--- src/rtl/cpu_ctrl_if.sv ---
// cpu_ctrl <-> cpu_dp / instruction memory bundle.
// Control word, register addresses, PC and status feedback.
interface cpu_ctrl_if;
  logic [15:0] inst;
  logic [3:0]  psw;
  logic [12:0] cw;
  logic [2:0]  DA;
  logic [2:0]  AA;
  logic [2:0]  BA;
  logic [8:0]  pc;
  logic        halted;

  modport master (
    input  inst,
    input  psw,
    output cw,
    output DA,
    output AA,
    output BA,
    output pc,
    output halted
  );

  modport slave (
    output inst,
    output psw,
    input  cw,
    input  DA,
    input  AA,
    input  BA,
    input  pc,
    input  halted
  );
endinterface

--- src/rtl/cpu_ctrl.sv ---
// Instruction-sequencing control unit for cpu_dp.
// Fetch/execute FSM; outputs decoded from state, IR and psw.
module cpu_ctrl #(
  parameter logic [4:0] FS_ADD = 5'b00010
) (
  input  logic       clk,
  input  logic       rstn,
  cpu_ctrl_if.master bus
);

  typedef enum logic [1:0] {
    INF = 2'd0,
    EX0 = 2'd1,
    EX1 = 2'd2,
    HLT = 2'd3
  } state_t;

  state_t      state_q, state_d;
  logic [15:0] ir_q, ir_d;
  logic [8:0]  pc_q, pc_d;
  logic        halted_q, halted_d;

  logic [1:0]  cls;
  logic [4:0]  sub;
  logic [2:0]  ir_da, ir_aa, ir_ba;
  logic [5:0]  off;
  logic [8:0]  pc_br;

  logic        is_alu, is_imm;
  logic        is_ld, is_st, is_ldx;
  logic        is_brz, is_brn, is_jmp, is_hlt;

  logic        td, ta, mb, md, rw, mm, mw;
  logic [4:0]  fs;
  logic [2:0]  da, aa, ba;

  assign cls   = ir_q[15:14];
  assign sub   = ir_q[13:9];
  assign ir_da = ir_q[8:6];
  assign ir_aa = ir_q[5:3];
  assign ir_ba = ir_q[2:0];
  assign off   = {ir_da, ir_ba};
  assign pc_br = pc_q + {{3{off[5]}}, off};

  assign is_alu = (cls == 2'b00);
  assign is_imm = (cls == 2'b01);
  assign is_ld  = (cls == 2'b10) && (sub == 5'd0);
  assign is_st  = (cls == 2'b10) && (sub == 5'd1);
  assign is_ldx = (cls == 2'b10) && (sub == 5'd2);
  assign is_brz = (cls == 2'b11) && (sub == 5'd0);
  assign is_brn = (cls == 2'b11) && (sub == 5'd1);
  assign is_jmp = (cls == 2'b11) && (sub == 5'd2);
  assign is_hlt = (cls == 2'b11) && (sub == 5'd3);

  // State, IR, PC and halt flag registers
  always_ff @(posedge clk or negedge rstn) begin
    if (!rstn) begin
      state_q  <= INF;
      ir_q     <= '0;
      pc_q     <= '0;
      halted_q <= 1'b0;
    end else begin
      state_q  <= state_d;
      ir_q     <= ir_d;
      pc_q     <= pc_d;
      halted_q <= halted_d;
    end
  end

  // Next-state and control-word decode
  always_comb begin
    state_d  = state_q;
    ir_d     = ir_q;
    pc_d     = pc_q;
    halted_d = halted_q;
    td = 1'b0;
    ta = 1'b0;
    mb = 1'b0;
    md = 1'b0;
    rw = 1'b0;
    mm = 1'b0;
    mw = 1'b0;
    fs = 5'd0;
    da = 3'd0;
    aa = 3'd0;
    ba = 3'd0;
    case (state_q)
      INF: begin
        mm      = 1'b1;
        ir_d    = bus.inst;
        pc_d    = pc_q + 9'd1;
        state_d = EX0;
      end
      EX0: begin
        da      = ir_da;
        aa      = ir_aa;
        ba      = ir_ba;
        state_d = INF;
        unique case (1'b1)
          is_alu: begin
            fs = sub;
            rw = 1'b1;
          end
          is_imm: begin
            fs = sub;
            mb = 1'b1;
            rw = 1'b1;
          end
          is_ld: begin
            md = 1'b1;
            rw = 1'b1;
          end
          is_st: begin
            mw = 1'b1;
          end
          is_ldx: begin
            td      = 1'b1;
            da      = 3'd0;
            fs      = FS_ADD;
            rw      = 1'b1;
            state_d = EX1;
          end
          is_brz: begin
            if (bus.psw[0]) pc_d = pc_br;
          end
          is_brn: begin
            if (bus.psw[1]) pc_d = pc_br;
          end
          is_jmp: begin
            pc_d = pc_br;
          end
          is_hlt: begin
            halted_d = 1'b1;
            state_d  = HLT;
          end
          default: ;
        endcase
      end
      EX1: begin
        ta      = 1'b1;
        md      = 1'b1;
        rw      = 1'b1;
        da      = ir_da;
        ba      = ir_ba;
        state_d = INF;
      end
      HLT: begin
        halted_d = 1'b1;
      end
      default: state_d = INF;
    endcase
  end

  assign bus.cw     = {td, ta, 1'b0, mb, fs, md, rw, mm, mw};
  assign bus.DA     = da;
  assign bus.AA     = aa;
  assign bus.BA     = ba;
  assign bus.pc     = pc_q;
  assign bus.halted = halted_q;

endmodule

--- src/flat_wrapper.sv ---
// flat-port wrapper written by rule: the top's interface ports become plain ports
module cpu_ctrl_flat 
#(
  parameter logic [4:0] FS_ADD = 5'b00010
)
  (clk, rstn, bus_inst, bus_psw, bus_cw, bus_DA, bus_AA, bus_BA, bus_pc, bus_halted);
  cpu_ctrl_if bus_i ();
  input  logic clk;
  input  logic rstn;
  input wire logic [$bits(bus_i.inst)-1:0] bus_inst;
  input wire logic [$bits(bus_i.psw)-1:0] bus_psw;
  output wire logic [$bits(bus_i.cw)-1:0] bus_cw;
  output wire logic [$bits(bus_i.DA)-1:0] bus_DA;
  output wire logic [$bits(bus_i.AA)-1:0] bus_AA;
  output wire logic [$bits(bus_i.BA)-1:0] bus_BA;
  output wire logic [$bits(bus_i.pc)-1:0] bus_pc;
  output wire logic [$bits(bus_i.halted)-1:0] bus_halted;
  assign bus_i.inst = bus_inst;
  assign bus_i.psw = bus_psw;
  assign bus_cw = bus_i.cw;
  assign bus_DA = bus_i.DA;
  assign bus_AA = bus_i.AA;
  assign bus_BA = bus_i.BA;
  assign bus_pc = bus_i.pc;
  assign bus_halted = bus_i.halted;
  cpu_ctrl #(.FS_ADD(FS_ADD)) u_core (.clk(clk), .rstn(rstn), .bus(bus_i));
endmodule
--- config.mk ---
export PLATFORM = sky130hd
export DESIGN_NAME = cpu_ctrl_flat
export DESIGN_NICKNAME = d
export VERILOG_FILES = /design/src/rtl/cpu_ctrl_if.sv /design/src/rtl/cpu_ctrl.sv /design/src/flat_wrapper.sv
export SDC_FILE = /design/constraint.sdc
export NUM_CORES = 1
export LEC_CHECK = 0
export ABC_CLOCK_PERIOD_IN_PS = 5800
export CAP_MARGIN = 40
export CORE_ASPECT_RATIO = 0.8
export CORE_MARGIN = 10
export CORE_UTILIZATION = 50
export CTS_BUF_LIST = sky130_fd_sc_hd__clkbuf_4 sky130_fd_sc_hd__clkbuf_8
export CTS_CLUSTER_DIAMETER = 80
export DETAILED_ROUTE_END_ITERATION = 8
export HOLD_SLACK_MARGIN = 0.05
export PLACE_DENSITY = 0.9
export SETUP_SLACK_MARGIN = 0.4
export SYNTH_ARGS = -nofsm -noshare
export SYNTH_HDL_FRONTEND = slang
export SYNTH_SLANG_ARGS = --single-unit
--- constraint.sdc ---
create_clock -name clk -period 5.8 [get_ports clk]
set_input_delay 0.87 -clock clk [delete_from_list [all_inputs] [get_ports clk]]
set_output_delay 0.87 -clock clk [all_outputs]
set_load 0.02 [all_outputs]
### Yosys cells after proc, flatten, opt, wreduce, memory -nomap -nowiden

Index checks and enable logic that the tools add are counted.
W data, S select, Z words.

* output and inout port bits: 32
* logic and storage cells: 63
* bits in registers: 28
* input bits: 22

* muxes and demuxes: 26
* equality and inequality tests: 13
* add/subtract/negate cells: 2
* reductions and logical operators: 18

Operator list (number)
* $pmux W9 S3: 1
* $mux W9: 2
* $pmux W9 S2: 1
* $mux W1: 11
* $eq A5 B2 Y1 const B: 2
* $pmux W5 S2: 1
* $add A9 B1 Y9 const B: 1
* $add A9 B9 Y9: 1
* $mux W3: 3
* $eq A2 B2 Y1 const B: 4
* $logic_and A1 B1 Y1: 7
* $ne A3 B3 Y1 const B: 2
* $pmux W1 S2: 3
* $pmux W2 S3: 1
* $pmux W3 S2: 1
* $eq A5 B1 Y1 const B: 1
* $logic_not A5 Y1: 1
* $mux W5: 1
* $eq A2 B1 Y1 const B: 2
* $logic_not A2 Y1: 2
* $ne A4 B1 Y1 const B: 1
* $pmux W2 S2: 1
* $reduce_and A4 Y1: 1
* $reduce_bool A2 Y1: 2
* other kinds (5): 6

### Logic depth before layout (Yosys ltp)

Gate-level depths: netlist of run 1.

* depth in word-level cells: 5
* depth in mapped cells: 12
* depth with buffers taken out: 11

### Least setup slack after synthesis of run 1

OpenSTA, ideal clock, no wires.

* path kind: register to output
* start: reg u_core.ir_q[12]
* end: out bus_DA[0]
* path slack: 3216 ps
* stages on the path, launching flop included: 6
* data arrival time: 1714 ps
* path buffers: 0
* path through: dfrtp_1 > or4b_1 > or3_4 > o21a_1 > o21ai_2 > nor2_1

* longest elaborated chain between the ends: 4

RTL lines
* start: declaration: RTL line cpu_ctrl.sv:19 `logic [15:0] ir_q, ir_d;`
* start signal: assignment: RTL line cpu_ctrl.sv:64 `ir_q <= ir_d;`
* $eq A5 B2 Y1: RTL line cpu_ctrl.sv:49 `assign is_ldx = (cls == 2'b10) && (sub == 5'd2);`
* $logic_and A1 B1 Y1: RTL line cpu_ctrl.sv:49
* $mux W3: RTL line cpu_ctrl.sv:99 `unique case (1'b1)`
* $pmux W3 S2: RTL line cpu_ctrl.sv:87 `case (state_q)`
* end: declaration: RTL line flat_wrapper.sv:13 `output wire logic [$bits(bus_i.DA)-1:0] bus_DA;`

Every way passes these cells.

### Worst setup path after layout of run 1

* start: reg u_core.ir_q[12]
* end: out bus_DA[2]

The elaborated chain is that of the path after synthesis.

==> results.yml, run 1 <==
synthesis:
  synth.top_cells.by_area: "dfrtp_1 39%, ha_1 9.2%, mux2_2 8.9%, and2_1 4.6%, nand2_1 3.8%"
  async_flop_share_pct: 100
  synth_most_common_cell: "dfrtp_1"
  yosysSeqAreaShare_pct: 39.5
  synth_top_area_cell: "dfrtp_1"
  ys_seq_elements: 28
  synth-edff-count: 0
  syn_avg_cell_area_um2: 9.55
  yosys_warnings: 0
  syn_inst: 186
  syn_area_um2: 1780
  synth_nets: 222
  ys_types: 33
  yosys-top-cells-count: "28 x dfrtp_1, 18 x nand2_1, 14 x mux2_2"
  synthFlopType: "dfrtp_1"
  synth_top_area_share_pct: 39.5
timing:
  tns_ps: 0
  hold_viol: 0
  fmax_ghz: 0.288
  skew_ps: 9.41
  rsz0062_at_grt: "false"
  setup_ws_ps: 2320
  tightest_slew_ps: 846
  finalSetupViolCount: 0
  drv_slew: 0
  fin_crit_ps: 3480
  fin_crit_sh_pct: 59.9
  relSlewSlack_pct: 43.6
power_and_ir_drop:
  power_w: 0.00135
  p_leak_nw: 1.06
  peakVddDrop_mv: 0.281
  p_per_area_nw_per_um2: 583
final_layout:
  drive_above_1_share_pct: 10.9
  final_cell_area_um2: 2320
  n_antenna_cell: 0
  area_delta_synth_final_pct: 30.9
  final_nets: 267
floorplan:
  start_util_pct: 51.9
  die_h_um: 73.3
  boundaryPins: 54
  coreArea_um2: 3420
  fp.dieArea_um2: 6350
  die_w_um: 86.6
  num_rows: 19
worst_setup_path:
  r2r_start: "u_core.state_q[1]"
  crit_path_start: "u_core.ir_q[12]"
  critPathMaxStageDelay_ps: 550
  worstPathArrival_ps: 2610
  reg2reg_to: "u_core.bus.pc[8]"
  worstRegToRegCells: 11
  start_kind: "flip-flop"
  r2r_slack_ps: 3120
  critPathKind: "flip-flop to output port"
  endpoint: "bus_DA[2]"
  cp.required_ps: 4930
  cpMaxStageDelayCell: "or4b_1"
  crit_path_max_fanout: 5
  crit_path_end_kind: "output port"
  crit_chain: "or4b_1 -> or3_4 -> o21a_1 -> o21ai_2 -> nor2_1 -> clkdlybuf4s50_1"
clocking:
  cts-buffers-inserted: 3
  cts_setup_buffers: 0
  cts.sinks: 28
  cts_max_level: 1
  cts.clk_slew.worst_paths_ps: 100
  cts_resized: 0
  clockRootBuffer: "clkbuf_8"
  max-clock-path-buffers: 2
  cts_hold_buf: 0
  cts_tree: "done"
  insertion_delay_ps: 280
route:
  wl_per_cell_um: 15.1
  vias_per_cell: 5.21
  drc: 0
  drt-pass1-iter-count: 4
  drt-total-wl_um: 4100
  vias: 1418
  dr.first_iter.drc_count: 56
  postRouteAntennaNets: 0
status:
  status: "completed"
global_route:
  gr-total-overflow: 0
  grt_pass1_wl_um: 6960
  track_usage_pct: 13.2
  grt_pass1_vias: 1500
  antenna_found_initial: 0
  grt_max_degree: 29
placed_design:
  dpl_cell_area_um2: 2270
  numPortBuffers: 50
  pre_cts_slack_ps: 2640
  gp_congestion: 0.779
  dpl.hpwl_um: 3270
run:
  maxCapViolCount: 0
worst_hold_path:
  min_path_type: "flip-flop to flip-flop"
-- worst max-delay path, delay by kind of cell, from the launching register on --
family / cells / cell delay, ps
compound gates: 2 / 370
flops: 1 / 410
simple gates: 3 / 1010
buf+inv: 1 / 540
-- stage by stage --
stage | hold WS (ps) | std cells | util [%]
2_1_floorplan | 473 | 186 | -
3_3_place_gp | 454 | 268 | 66.3
3_5_place_dp | 457 | 268 | 66.3
4_1_cts | 474 | 272 | 67.9
5_1_grt | 506 | 272 | 67.9
6_report | 467 | 272 | 67.9
-- worst min path at each step --
| stage | depth (start not counted) | slack [ps] | from | to |
|---|---|---|---|---|
| 2_1_floorplan | 1 | 470 | u_core.ir_q[3] | u_core.ir_q[3] |
| 3_3_place_gp | 1 | 450 | u_core.bus.pc[8] | u_core.bus.pc[8] |
| 3_5_place_dp | 1 | 460 | u_core.bus.pc[8] | u_core.bus.pc[8] |
| 4_1_cts | 1 | 470 | u_core.bus.pc[8] | u_core.bus.pc[8] |
| 5_1_grt | 1 | 510 | u_core.bus.pc[8] | u_core.bus.pc[8] |
| 6_report | 1 | 470 | u_core.bus.pc[8] | u_core.bus.pc[8] |
-- cell families after synthesis --
family | share of synthesized area, %
and+or+nand+nor | 17.1
buffers and inverters | 6.77
other | 0.211
muxes | 9.44
adders and majority gates | 10.3
AOI/OAI and AO/OA | 13.2
xor gates and xnor gates | 3.45
DFF | 39.5
-- cells in the final DEF, fill, tap and decap left out, types with 4 or more instances in the layout --
cell type	instances
inv_1	12
and2_1	13
a21oi_1	10
nand2b_1	4
mux2_2	14
clkdlybuf4s50_1	50
ha_1	13
dfrtp_1	28
o21ai_0	13
a21o_1	4
clkbuf_8	4
xor2_1	7
nor2_1	13
nand2_1	18
-- registers in the layout, indices dropped and copies added, names as in the netlist --
register / count
u_core.bus.pc: 9
u_core.bus.halted: 1
u_core.state_q: 2
u_core.ir_q: 16
-- routing by layer --
metal  GRT usage (%)  share of wire [%]  up-vias
met5               0                  0        -
met4            1.44               0.34        0
met3            8.73                 14        4
met2            21.7                 46       46
met1            14.5                 39      661
li1                -                  -      707
-- cell type report --
| class | instances | area, um^2 |
|---|---|---|
| repair buffers | 52 | 515 |
| flip-flops and latches | 28 | 701 |
| well taps | 42 | 52.6 |
| fillers | 297 | 1100 |
| multi-input cells | 134 | 955 |
| clock buffers | 4 | 55.1 |
| inverters | 12 | 45.0 |
-- where the power goes --
part / switching [W] / internal [W]
registers: 0.0000674 / 0.000281
clock network: 0.0000633 / 0.0000609
logic: 0.000466 / 0.000416
Note: power is estimated with default switching activity, not from simulation.
==> inputs of run 2 (changes only) <==
--- a/config.mk
+++ b/config.mk
@@ -5,16 +5,16 @@
 export SDC_FILE = /design/constraint.sdc
 export NUM_CORES = 1
 export LEC_CHECK = 0
-export ABC_CLOCK_PERIOD_IN_PS = 5800
+export ABC_CLOCK_PERIOD_IN_PS = 3100
 export CAP_MARGIN = 40
 export CORE_ASPECT_RATIO = 0.8
 export CORE_MARGIN = 10
-export CORE_UTILIZATION = 50
+export CORE_UTILIZATION = 44
 export CTS_BUF_LIST = sky130_fd_sc_hd__clkbuf_4 sky130_fd_sc_hd__clkbuf_8
 export CTS_CLUSTER_DIAMETER = 80
 export DETAILED_ROUTE_END_ITERATION = 8
 export HOLD_SLACK_MARGIN = 0.05
-export PLACE_DENSITY = 0.9
+export PLACE_DENSITY = 0.84
 export SETUP_SLACK_MARGIN = 0.4
 export SYNTH_ARGS = -nofsm -noshare
 export SYNTH_HDL_FRONTEND = slang
==> constraint.sdc (replaced) <==
create_clock -name clk -period 3.1 [get_ports clk]
set_input_delay 0.465 -clock clk [delete_from_list [all_inputs] [get_ports clk]]
set_output_delay 0.465 -clock clk [all_outputs]
set_load 0.02 [all_outputs]
==> run 2 against run 1 <==
Against the previous run: clock power grew 140%; setup slack got worse by 2000 ps; critical path depth grew 1; sequential cell count stayed put; final area rose by 5.0%; count of clock-buffer cells in the layout decreased by 1; final cell count up 7.4%; die area grew 10%; utilization down 4.6 points; via count grew 2.3%; clock skew grew 4.0 ps; critical path type unchanged; highest routed layer unchanged.
==> results.yml, run 2 (same netlist as run 1, synthesis figures left out) <==
clocking:
  cts.clk_slew.worst_paths_ps: 110
  cts_max_level: 1
  cts-buffers-inserted: 3
  cts_tree: "done"
  cts.sinks: 28
  clockRootBuffer: "clkbuf_8"
  insertion_delay_ps: 280
  max-clock-path-buffers: 2
timing:
  hold_viol: 0
  skew_ps: 13.5
  drv_slew: 0
  fin_crit_ps: 2780
  fin_crit_sh_pct: 89.7
  finalSetupViolCount: 0
  setup_ws_ps: 319
  tns_ps: 0
  fmax_ghz: 0.360
  hold_ws_ps: 497
  rsz0062_at_grt: "true"
floorplan:
  start_util_pct: 46.1
  fp.dieArea_um2: 6990
  num_rows: 20
  die_h_um: 76.8
  boundaryPins: 54
  die_w_um: 91.0
  coreArea_um2: 3850
worst_setup_path:
  crit_chain: "or4b_4 -> or3_4 -> o21a_1 -> o21ai_2 -> buf_4 -> nor2_2 -> buf_6"
  cpMaxStageDelayCell: "or4b_4"
  crit_path_end_kind: "output port"
  cp.required_ps: 2630
  critPathKind: "flip-flop to output port"
  start_kind: "flip-flop"
  crit_path_max_fanout: 5
  critPathMaxStageDelay_ps: 540
  crit_buf_inv: 2
  cp_top_family: "simple AND/OR/NAND/NOR gates"
  worstPathArrival_ps: 2320
route:
  dr.first_iter.drc_count: 61
  vias: 1450
  drc: 0
  routed-wl-met3_um: 435
  wl_met1_um: 1820
  wl_per_cell_um: 14.4
  vias_per_cell: 4.97
  route.top_layer_used: "met4"
  wl_met2_um: 1940
  drt-total-wl_um: 4220
  postRouteAntennaNets: 0
  drt-pass1-iter-count: 4
power_and_ir_drop:
  p_leak_nw: 1.21
  p_per_area_nw_per_um2: 1100
  peakVddDrop_mv: 0.519
  power_w: 0.00269
global_route:
  grt_pass1_wl_um: 7440
  grt_max_degree: 29
  track_usage_pct: 12.5
  antenna_found_initial: 0
  grt_pass1_vias: 1554
  gr-total-overflow: 0
final_layout:
  largest_reg_flops: 16
  final_cell_mix: "37 x clkdlybuf4s50_1, 27 x dfrtp_1, 18 x nand2_1"
  largest_register: "u_core.ir_q"
  final_nets: 274
  post_layout_nonfiller_instances: 292
  n_antenna_cell: 0
  final_common_cell: "clkdlybuf4s50_1"
  drive_above_1_share_pct: 18.6
  area_delta_synth_final_pct: 37.4
placed_design:
  numPortBuffers: 50
  pre_cts_slack_ps: 345
  dpl.hpwl_um: 3270
  dp.cells: 282
  gp_congestion: 0.778
worst_hold_path:
  min_path_type: "flip-flop to flip-flop"
run:
  maxCapViolCount: 0
status:
  status: "completed"
==> run 2: changes by cell type in the layout (fill, tap and decap cells not counted), sizes merged <==
cell / previous run / this run
clkdlybuf4s50: 50 / 37
dlymetal6s2s: 0 / 6
bufinv: 0 / 1
dlygate4sd2: 0 / 2
clkbuf: 4 / 5
buf: 2 / 12
==> run 2: path summary, 6_finish.rpt <==
| kind | startpoint | endpoint | slack [ps] | cells past startpoint |
|---|---|---|---|---|
| worst max-delay path | u_core.ir_q[11] | bus_DA[0] | 320 | 7 |
| worst min register to register | u_core.bus.pc[8] | u_core.bus.pc[8] | 500 | 1 |
| worst max register to register | u_core.state_q[1] | u_core.bus.pc[8] | 610 | 11 |
| max in group asynchronous | rstn | u_core.ir_q[15] | 2270 | 2 |
| min in group asynchronous | rstn | u_core.ir_q[1] | 540 | 2 |
| worst min-delay path | u_core.bus.pc[8] | u_core.bus.pc[8] | 500 | 1 |
==> run 2: power by group <==
group / total, W / leakage, nW / switching [W] / internal (W)
combinational: 0.00174 / 0.841 / 0.000912 / 0.000828
clock: 0.000295 / 0.0357 / 0.000121 / 0.000173
sequential: 0.000655 / 0.335 / 0.000129 / 0.000526
total: 0.00269 / 1.21 / 0.00116 / 0.00153
==> run 2: routing by layer <==
| metal | vias up | GRT usage (%) |
|---|---|---|
| li1 | 718 | - |
| met1 | 682 | 14.7 |
| met2 | 46 | 19.7 |
| met3 | 4 | 6.81 |
| met4 | 0 | 2.50 |
| met5 | - | 0 |
==> run 2: area by class of cell <==
| class | count | area (um^2) |
|---|---|---|
| Clock buffer | 3 | 41.3 |
| Clock inverter | 1 | 30.0 |
| Fill cell | 343 | 1410 |
| Inverter | 12 | 45.0 |
| Multi-Input combinational cell | 134 | 982 |
| Sequential cell | 28 | 702 |
| Tap cell | 55 | 68.8 |
| Timing Repair Buffer | 59 | 571 |
==> run 2: what timing repair did <==
item | in CTS | in global routing
pin swaps | 1 | 4
resized for setup | 18 | 21
buffers inserted | 3 | 3
hold buffers | 0 | 0
endpoints found under the setup margin | 14 | 12
==> run 2: metrics by stage <==
step,area [um^2],util (%)
CTS,2390,61.9
finish,2440,63.3
floorplan,1780,-
detailed placement,2290,59.5
global placement,2290,59.5
global route,2440,63.3
==> inputs of run 3 (changes only) <==
--- a/config.mk
+++ b/config.mk
@@ -16,6 +16,7 @@
 export HOLD_SLACK_MARGIN = 0.05
 export PLACE_DENSITY = 0.84
 export SETUP_SLACK_MARGIN = 0.4
+export SKIP_CTS_REPAIR_TIMING = 1
 export SYNTH_ARGS = -nofsm -noshare
 export SYNTH_HDL_FRONTEND = slang
 export SYNTH_SLANG_ARGS = --single-unit
==> run 3 against run 2 <==
Against the previous run: first-iteration DRC count shrank 23%; final area is 0.82% lower; via count is 0.83% lower; final cell count shrank 1.0%; count of clock-buffer cells in the layout is the same; critical path type unchanged; critical endpoint is now bus_DA[1]; largest power group unchanged; highest routed layer unchanged.
==> results.yml, run 3 (same netlist as run 1, synthesis figures left out) <==
clocking:
  max-clock-path-buffers: 2
  clockRootBuffer: "clkbuf_8"
  cts.sinks: 28
  cts.clk_slew.worst_paths_ps: 100
  cts_max_level: 1
  insertion_delay_ps: 280
  cts-buffers-inserted: 3
  cts_tree: "done"
route:
  drc: 0
  vias_per_cell: 4.98
  wl_per_cell_um: 14.5
  postRouteAntennaNets: 0
  vias: 1438
  drt-pass1-iter-count: 4
  drt-total-wl_um: 4190
  dr.first_iter.drc_count: 47
worst_setup_path:
  worstPathArrival_ps: 2310
  start_kind: "flip-flop"
  critPathMaxStageDelay_ps: 530
  critPathKind: "flip-flop to output port"
  r2r_slack_ps: 610
  worstRegToRegCells: 11
  r2r_start: "u_core.state_q[1]"
  cp.required_ps: 2630
  crit_path_max_fanout: 4
  crit_chain: "or4b_4 -> or3_4 -> o21a_1 -> o21ai_2 -> nor2_1 -> dlymetal6s2s_1"
  cpMaxStageDelayCell: "or4b_4"
  crit_buf_inv: 1
  crit_path_end_kind: "output port"
  reg2reg_to: "u_core.bus.pc[8]"
  cp_top_family: "simple AND/OR/NAND/NOR gates"
placed_design:
  numPortBuffers: 50
  pre_cts_slack_ps: 345
  gp_congestion: 0.778
  dpl_cell_area_um2: 2290
  dpl.hpwl_um: 3270
final_layout:
  n_antenna_cell: 0
  largest_reg_flops: 16
  area_delta_synth_final_pct: 36.3
  largest_register: "u_core.ir_q"
  drive_above_1_share_pct: 16.2
  final_cell_mix: "37 x clkdlybuf4s50_1, 27 x dfrtp_1, 18 x nand2_1"
  final_cell_area_um2: 2420
  final_common_cell: "clkdlybuf4s50_1"
  final_nets: 271
timing:
  hold_ws_ps: 497
  fin_crit_ps: 2780
  fmax_ghz: 0.360
  tns_ps: 0
  hold_viol: 0
  finalSetupViolCount: 0
  setup_ws_ps: 321
  skew_ps: 10.3
  drv_slew: 0
  rsz0062_at_grt: "true"
  fin_crit_sh_pct: 89.7
power_and_ir_drop:
  switching_share_pct: 43.5
  peakVddDrop_mv: 0.546
  p_sw_w: 0.00115
  p_comb_share_pct: 63.9
  p_per_area_nw_per_um2: 1090
  p_int_w: 0.00149
  p_leak_nw: 1.24
  power.share.sequential_pct: 24.9
  power.share.clock_pct: 11.1
floorplan:
  die_w_um: 91.0
  boundaryPins: 54
  coreArea_um2: 3850
  die_h_um: 76.8
  num_rows: 20
  start_util_pct: 46.1
  fp.dieArea_um2: 6990
global_route:
  antenna_found_initial: 0
  gr-total-overflow: 0
  grt_pass1_vias: 1519
  grt_max_degree: 29
  track_usage_pct: 12.3
  grt_pass1_wl_um: 7300
worst_hold_path:
  holdPathEnd: "u_core.bus.pc[8]"
  hold_depth: 1
  worst_hold_startpoint: "u_core.bus.pc[8]"
  min_path_type: "flip-flop to flip-flop"
status:
  status: "completed"
run:
  maxCapViolCount: 0
[run 3: changes by cell type in the layout (fill, tap and decap cells not counted)]
cell	delta
nor2_2	-2
buf_4	-1
nor2_1	+2
buf_6	-2
dlymetal6s2s_1	+3
clkbuf_2	-2
dlygate4sd2_1	-2
buf_2	+1
[run 3: layout make-up]
type / count / area, um^2
clock buffers: 3 / 41.3
clock inverters: 1 / 30.0
fillers: 342 / 1430
inverters: 12 / 45.0
multi-input cells: 134 / 977
flip-flops and latches: 28 / 702
well taps: 55 / 68.8
repair buffers: 56 / 556
[run 3: power by group through the flow]
stage	Sequential (W)	Clock, W	Combinational (W)
finish	0.000658	0.000294	0.00169
global placement	0.000649	0	0.00162
detailed placement	0.000660	0	0.00167
CTS	0.000652	0.000299	0.00168
floorplan	0.000704	0	0.00105
global route	0.000683	0.000314	0.00188
[run 3: worst reg2reg max path, stage by stage (launching register included)]
cell and delay [ps]:
dfrtp_1 430, inv_1 110, ha_4 220, nand2b_1 90
ha_1 190, inv_1 70, fa_1 390, nand2b_1 200
a21oi_2 180, o21bai_1 90, a211oi_1 240, xor2_1 200
[run 3: routing by layer]
layer | vias up | global-route usage (%) | share of wire, %
li1 | 712 | - | -
met1 | 682 | 14.7 | 45
met2 | 40 | 19.1 | 45
met3 | 4 | 6.52 | 9.6
met4 | 0 | 2.34 | 0.57
met5 | - | 0 | 0
[run 3: worst max path at each step]
stage | cells past startpoint | startpoint | end
2_1_floorplan | 12 | u_core.state_q[1] | u_core.bus.pc[8]
3_3_place_gp | 6 | u_core.ir_q[12] | bus_DA[0]
3_5_place_dp | 6 | u_core.ir_q[12] | bus_DA[2]
4_1_cts | 6 | u_core.ir_q[12] | bus_DA[2]
5_1_grt | 6 | u_core.ir_q[12] | bus_DA[1]
6_report | 6 | u_core.ir_q[12] | bus_DA[1]
[run 3: per-stage QoR]
stage | power, W | cells | utilization, %
floorplan | 0.00176 | 186 | -
CTS | 0.00264 | 286 | 61.3
finish | 0.00264 | 289 | 62.8
detailed placement | 0.00233 | 282 | 59.5
global route | 0.00288 | 289 | 62.8
global placement | 0.00227 | 282 | 59.5
